[src/rtl/writeback_arbiter_if.sv]
// Register-file writeback bundle: ALU and memory result streams in, write port out.
interface writeback_arbiter_if #(
  parameter int unsigned DWIDTH = 32
);
  logic              alu_valid_i;
  logic [4:0]        alu_rd_i;
  logic [DWIDTH-1:0] alu_data_i;
  logic              alu_stall_o;
  logic              mem_valid_i;
  logic              mem_ready_o;
  logic [4:0]        mem_rd_i;
  logic [DWIDTH-1:0] mem_data_i;
  logic [4:0]        rd_o;
  logic [DWIDTH-1:0] datawb_o;
  logic              regwren_o;
  logic [31:0]       pending_o;

  modport master (
    output alu_valid_i, alu_rd_i, alu_data_i, mem_valid_i, mem_rd_i, mem_data_i,
    input  alu_stall_o, mem_ready_o, rd_o, datawb_o, regwren_o, pending_o
  );

  modport slave (
    input  alu_valid_i, alu_rd_i, alu_data_i, mem_valid_i, mem_rd_i, mem_data_i,
    output alu_stall_o, mem_ready_o, rd_o, datawb_o, regwren_o, pending_o
  );
endinterface

[src/rtl/writeback_arbiter.sv]
// Single write-port arbiter: ALU results take priority, memory results queue in a
// small FIFO; queued writes overtaken by a newer ALU write to the same rd are killed.
module writeback_arbiter #(
   parameter int unsigned DWIDTH = 32,
   parameter int unsigned DEPTH  = 4
) (
   input  logic                clk,
   input  logic                rst,
   writeback_arbiter_if.slave  wb
);
   localparam int unsigned AW = $clog2(DEPTH);
   localparam logic [AW:0] FULL = (AW+1)'(DEPTH);

   logic [DEPTH-1:0]  live;
   logic [4:0]        rd_q   [DEPTH];
   logic [DWIDTH-1:0] data_q [DEPTH];
   logic [AW-1:0]     head, tail;
   logic [AW:0]       count, count_nxt;

   logic              alu_use, push, pop, mem_ready;
   logic              regwren_q, stall_q;
   logic [4:0]        rd_out_q;
   logic [DWIDTH-1:0] data_out_q;
   logic [31:0]       pending;

   always_comb begin
      alu_use   = wb.alu_valid_i && (wb.alu_rd_i != '0);
      mem_ready = (count < FULL);
      push      = wb.mem_valid_i && mem_ready && (wb.mem_rd_i != '0);
      pop       = !alu_use && (count != '0);
      count_nxt = count;
      if (push && !pop)
         count_nxt = count + 1'b1;
      else if (pop && !push)
         count_nxt = count - 1'b1;
   end

   always_comb begin
      pending = '0;
      for (int unsigned i = 0; i < DEPTH; i++)
         if (live[i])
            pending[rd_q[i]] = 1'b1;
      pending[0] = 1'b0;
   end

   always_ff @(posedge clk or posedge rst) begin
      if (rst) begin
         head       <= '0;
         tail       <= '0;
         count      <= '0;
         live       <= '0;
         regwren_q  <= 1'b0;
         rd_out_q   <= '0;
         data_out_q <= '0;
         stall_q    <= 1'b0;
         for (int unsigned i = 0; i < DEPTH; i++) begin
            rd_q[i]   <= '0;
            data_q[i] <= '0;
         end
      end else begin
         count   <= count_nxt;
         stall_q <= (count_nxt == FULL);

         if (alu_use) begin
            regwren_q  <= 1'b1;
            rd_out_q   <= wb.alu_rd_i;
            data_out_q <= wb.alu_data_i;
            for (int unsigned i = 0; i < DEPTH; i++)
               if (rd_q[i] == wb.alu_rd_i)
                  live[i] <= 1'b0;
         end else if (pop) begin
            regwren_q <= live[head];
            if (live[head]) begin
               rd_out_q   <= rd_q[head];
               data_out_q <= data_q[head];
            end
            live[head] <= 1'b0;
            head       <= head + 1'b1;
         end else begin
            regwren_q <= 1'b0;
         end

         // Placed after the kill loop so a same-cycle push to the killed rd survives.
         if (push) begin
            live[tail]   <= 1'b1;
            rd_q[tail]   <= wb.mem_rd_i;
            data_q[tail] <= wb.mem_data_i;
            tail         <= tail + 1'b1;
         end
      end
   end

   assign wb.mem_ready_o = mem_ready;
   assign wb.alu_stall_o = stall_q;
   assign wb.regwren_o   = regwren_q;
   assign wb.rd_o        = rd_out_q;
   assign wb.datawb_o    = data_out_q;
   assign wb.pending_o   = pending;
endmodule

[src/flat_wrapper.sv]
// flat-port wrapper written by rule: the top's interface ports become plain ports
module writeback_arbiter_flat 
#(
   parameter int unsigned DWIDTH = 32,
   parameter int unsigned DEPTH  = 4
)
  (clk, rst, wb_alu_valid_i, wb_alu_rd_i, wb_alu_data_i, wb_mem_valid_i, wb_mem_rd_i, wb_mem_data_i, wb_alu_stall_o, wb_mem_ready_o, wb_rd_o, wb_datawb_o, wb_regwren_o, wb_pending_o);
  writeback_arbiter_if #(.DWIDTH(DWIDTH)) wb_i ();
  input  logic clk;
  input  logic rst;
  input wire logic [$bits(wb_i.alu_valid_i)-1:0] wb_alu_valid_i;
  input wire logic [$bits(wb_i.alu_rd_i)-1:0] wb_alu_rd_i;
  input wire logic [$bits(wb_i.alu_data_i)-1:0] wb_alu_data_i;
  input wire logic [$bits(wb_i.mem_valid_i)-1:0] wb_mem_valid_i;
  input wire logic [$bits(wb_i.mem_rd_i)-1:0] wb_mem_rd_i;
  input wire logic [$bits(wb_i.mem_data_i)-1:0] wb_mem_data_i;
  output wire logic [$bits(wb_i.alu_stall_o)-1:0] wb_alu_stall_o;
  output wire logic [$bits(wb_i.mem_ready_o)-1:0] wb_mem_ready_o;
  output wire logic [$bits(wb_i.rd_o)-1:0] wb_rd_o;
  output wire logic [$bits(wb_i.datawb_o)-1:0] wb_datawb_o;
  output wire logic [$bits(wb_i.regwren_o)-1:0] wb_regwren_o;
  output wire logic [$bits(wb_i.pending_o)-1:0] wb_pending_o;
  assign wb_i.alu_valid_i = wb_alu_valid_i;
  assign wb_i.alu_rd_i = wb_alu_rd_i;
  assign wb_i.alu_data_i = wb_alu_data_i;
  assign wb_i.mem_valid_i = wb_mem_valid_i;
  assign wb_i.mem_rd_i = wb_mem_rd_i;
  assign wb_i.mem_data_i = wb_mem_data_i;
  assign wb_alu_stall_o = wb_i.alu_stall_o;
  assign wb_mem_ready_o = wb_i.mem_ready_o;
  assign wb_rd_o = wb_i.rd_o;
  assign wb_datawb_o = wb_i.datawb_o;
  assign wb_regwren_o = wb_i.regwren_o;
  assign wb_pending_o = wb_i.pending_o;
  writeback_arbiter #(.DWIDTH(DWIDTH), .DEPTH(DEPTH)) u_core (.clk(clk), .rst(rst), .wb(wb_i));
endmodule
[config.mk]
export PLATFORM = sky130hd
export DESIGN_NAME = writeback_arbiter_flat
export DESIGN_NICKNAME = d
export VERILOG_FILES = /design/src/rtl/writeback_arbiter_if.sv /design/src/rtl/writeback_arbiter.sv /design/src/flat_wrapper.sv
export SDC_FILE = /design/constraint.sdc
export NUM_CORES = 1
export LEC_CHECK = 0
export CORE_ASPECT_RATIO = 1.2
export CORE_MARGIN = 2
export CORE_UTILIZATION = 30
export CTS_BUF_LIST = sky130_fd_sc_hd__clkbuf_8
export CTS_CLUSTER_DIAMETER = 40
export DETAILED_ROUTE_END_ITERATION = 7
export PLACE_DENSITY_LB_ADDON = 0.05
export SYNTH_ARGS = -nofsm -noshare
export SYNTH_HDL_FRONTEND = slang
export SYNTH_SLANG_ARGS = --single-unit
[constraint.sdc]
create_clock -name clk -period 8.5 [get_ports clk]
set_clock_uncertainty 0.2 [all_clocks]
set_input_delay 1.7 -clock clk [delete_from_list [all_inputs] [get_ports clk]]
set_output_delay 1.7 -clock clk [all_outputs]
set_load 0.02 [all_outputs]
==> results_dict.tcl <==
set metrics [dict create \
    synth_top_area_share_pct 48.7 \
    switching_share_pct 38.2 \
    dr.pass1.iters 5 \
    cts_tree "yes" \
    drive_gt1_share_pct 26.2 \
    rsz0062_at_grt "false" \
    netlist_top_cells_area "dfrtp_1 (49%), mux2_2 (16%), mux4_2 (8.4%)" \
    grt_pass1_vias 7636 \
    holdWs_ns 0.303 \
    worst_skew_pair.late_latency_ns 0.47 \
    initial_utilization_pct 30.6 \
    slowest_delay_ns 0.96 \
    status "completed" \
    worst_pin_slew_ns 1.16 \
    fin_cells 1360 \
    multi_input_area_sq_um 4790 \
    yosysUniqueCellTypes 49 \
    ant_nets 0 \
    fin_tns_setup_ns 0 \
    reg2reg_to "u_core.wb.datawb_o[7]" \
    hp-class "flip-flop to flip-flop" \
    period_needed_ns 4.86 \
    syn_area_sq_um 10200 \
    drt_iter0_markers 414 \
    ys.flop_type "dfrtp_1" \
    nets 987 \
    synthCells 786 \
    cts_hold_buf 0 \
    wl_per_cell_um 21.1 \
    crit_fanout 7 \
    via_per_inst 5.23 \
    synth-async-reset-ratio_pct 100 \
    maxSlewViolCount 0 \
    clkPwrFrac_pct 13.0 \
    synth_fp_nets 875 \
    worstHoldStart "u_core.data_q[25]" \
    p_seq_share_pct 40.6 \
    fin_ws_ns 3.64 \
    grt_pass1_wl_mm 44.1 \
    cts.clk_slew.worst_paths_ns 0.10 \
    placed_area_sq_um 11900 \
    gr-usage-all-layers_pct 16.5 \
    slew_headroom_pct 22.6 \
    htreeDepth 4 \
    finalCritPeriodShare_pct 57.2 \
    maxCapViolCount 0 \
    arrival_ns 2.96 \
    dp_hpwl_mm 18.7 \
    power_frac_comb_pct 46.4 \
    ys.warnings.count 0 \
    port_buffers 148 \
    postCtsResizedCells 0 \
    r2r-start "u_core.head[0]" \
    die_y_um 206 \
    globalplace.congestion 0.863 \
    crit_required_ns 6.60 \
    finalInstanceArea_sq_um 12300 \
    start_kind "flip-flop" \
    p_switching_w 0.00175 \
    die_w_um 172 \
    clock_sinks 198 \
    finalSetupViolations 0 \
    crit_slowest_cell "nor3b_1" \
    max_freq_mhz 206 \
    yosys.area.top_type "dfrtp_1" \
    ys_ff_latch 198 \
    cts-root-buf "clkbuf_8" \
    internal_power_w 0.00283 \
    pin_count 150 \
    crit_end "wb_pending_o[4]" \
    hold_viol_final 0 \
    cts_buffer_depth 2 \
    worstPathCellList "nor3b_1 -> a22oi_1 -> o221ai_1 -> clkdlybuf4s50_1" \
    regArea_sq_um 4960 \
    syn_avg_cell_area_sq_um 12.9 \
    fillers 3280 \
    preCtsSetupSlack_ns 3.51 \
    regToRegSetupSlack_ns 5.24 \
    drc_errors 0 \
    cts_made_buffers 17 \
    vias 7117 \
    antenna_cells 0 \
    postCtsSetupRepairBufs 0 \
    totalWireLength_mm 28.7 \
    fp.dieArea_sq_um 35400 \
    cp-end-kind "output pin" \
    grt_start_max_net_pins 124 \
    ir_drop_v 0.000140 \
    core_sq_um 33200 \
    grt-ovfl-total 0 \
    reg2regPathDepth 5 \
    critical_path_class "flip-flop to output pin" \
    power_density_nw_per_um2 373 \
    dp.cells 1329 \
    ys_seq_area_share_pct 48.7 \
    fp-row-count 73 \
    antenna_found_initial 0 \
    synth-edff-count 0 \
    p_leak_nw 5.08 \
    synthToLayoutAreaGrowth_pct 21.0 \
    cp-startpoint "u_core.rd_q[16]" \
]
-- per-stage QoR --
step	total power [W]	util [%]
CTS	0.00466	37.0
floorplan	0.00328	-
finish	0.00459	37.0
global placement	0.00397	35.9
global route	0.00490	37.0
detailed placement	0.00404	35.9
-- area by class of cell --
class	count	area share (%)
Clock buffer	22	2.46
Timing Repair Buffer	156	12.5
Clock inverter	9	0.641
Sequential cell	198	40.3
Multi-Input combinational cell	508	38.9
Tap cell	450	4.58
Inverter	17	0.580
-- worst max-delay path, delay by kind of cell (launching register included) --
| kind | cells | cell delay [ns] |
|---|---|---|
| AO/OA/AOI/OAI | 2 | 0.39 |
| AND/OR/NAND/NOR | 1 | 0.96 |
| buffers and inverters | 1 | 0.65 |
| flip-flops | 1 | 0.49 |
-- cells in the final DEF, fill, tap and decap left out, drive strengths merged, types with 2 or more instances in the layout --
master / instances
mux4: 38
mux2: 148
a211o: 2
and3: 5
ha: 11
inv: 20
xor2: 8
clkinvlp: 2
o221ai: 25
a22oi: 24
clkbuf: 22
or3: 3
a221o: 3
nand3b: 10
nand3: 13
nor3: 8
and3b: 6
nor3b: 8
nand2: 56
nor2: 8
or3b: 6
clkinv: 3
buf: 8
o22ai: 4
nor4: 4
xnor2: 16
clkdlybuf4s50: 148
mux2i: 38
o21ai: 47
or4: 2
dfrtp: 198
a21oi: 2
-- worst min path at each step --
stage,end,cells after the start
detailed placement,u_core.data_q[25],1
CTS,u_core.data_q[25],1
global route,u_core.data_q[36],1
finish,u_core.data_q[25],1
global placement,u_core.data_q[31],1
floorplan,u_core.data_q[31],1
-- cell families (layout without fill, tap and decap cells) --
family / after synthesis / after routing / synth area share, %
AO/OA/AOI/OAI: 115 / 115 / 7.78
flip-flops: 198 / 198 / 48.7
other: 1 / 1 / 0.0369
buffers and inverters: 80 / 204 / 4.34
adder cells (fa/ha/maj): 11 / 11 / 1.35
multiplexers: 224 / 224 / 28.5
XOR/XNOR: 24 / 24 / 2.07
AND/OR/NAND/NOR: 133 / 133 / 7.15
-- power groups by stage --
stage	Combinational [W]	Sequential [W]	Clock [W]
final	0.00213	0.00186	0.000597
after global placement	0.00212	0.00185	0
after floorplan	0.00156	0.00172	0
after CTS	0.00217	0.00186	0.000627
after detailed placement	0.00216	0.00189	0
after global routing	0.00231	0.00193	0.000661
-- Yosys cell counts, types with 3 or more instances --
master and number:
a221o_1 3, a22oi_1 24, and3_1 5, and3b_1 6
buf_2 14, buf_4 3, buf_6 15, clkbuf_1 30
dfrtp_1 198, ha_1 11, inv_1 17, mux2_1 4
mux2_2 144, mux2i_1 38, mux4_2 38, nand2_1 56
nand3_1 13, nand3b_1 10, nor2_1 8, nor3_1 7
nor3b_1 8, nor4_1 4, o21ai_0 45, o221ai_1 25
o22ai_1 4, or3_1 3, or3b_2 6, xnor2_1 16
xor2_1 8
-- state kept, by name (all words and copies together) (netlist names), 2 cells and up --
signal and cells:
u_core.live 4, u_core.tail 2, u_core.data_q 128, u_core.count 3, u_core.wb.rd_o 5, u_core.rd_q 20, u_core.head 2, u_core.wb.datawb_o 32
-- metal layers --
metal  GRT usage [%]  wire length [um]  vias up
met4            5.73               559        0
met1            19.7             12100     3692
met2            30.0             15000      242
li1                -                 -     3134
met5               0                 0        -
met3            2.69              1090       49
No activity file was read; power rests on OpenSTA's default activity.
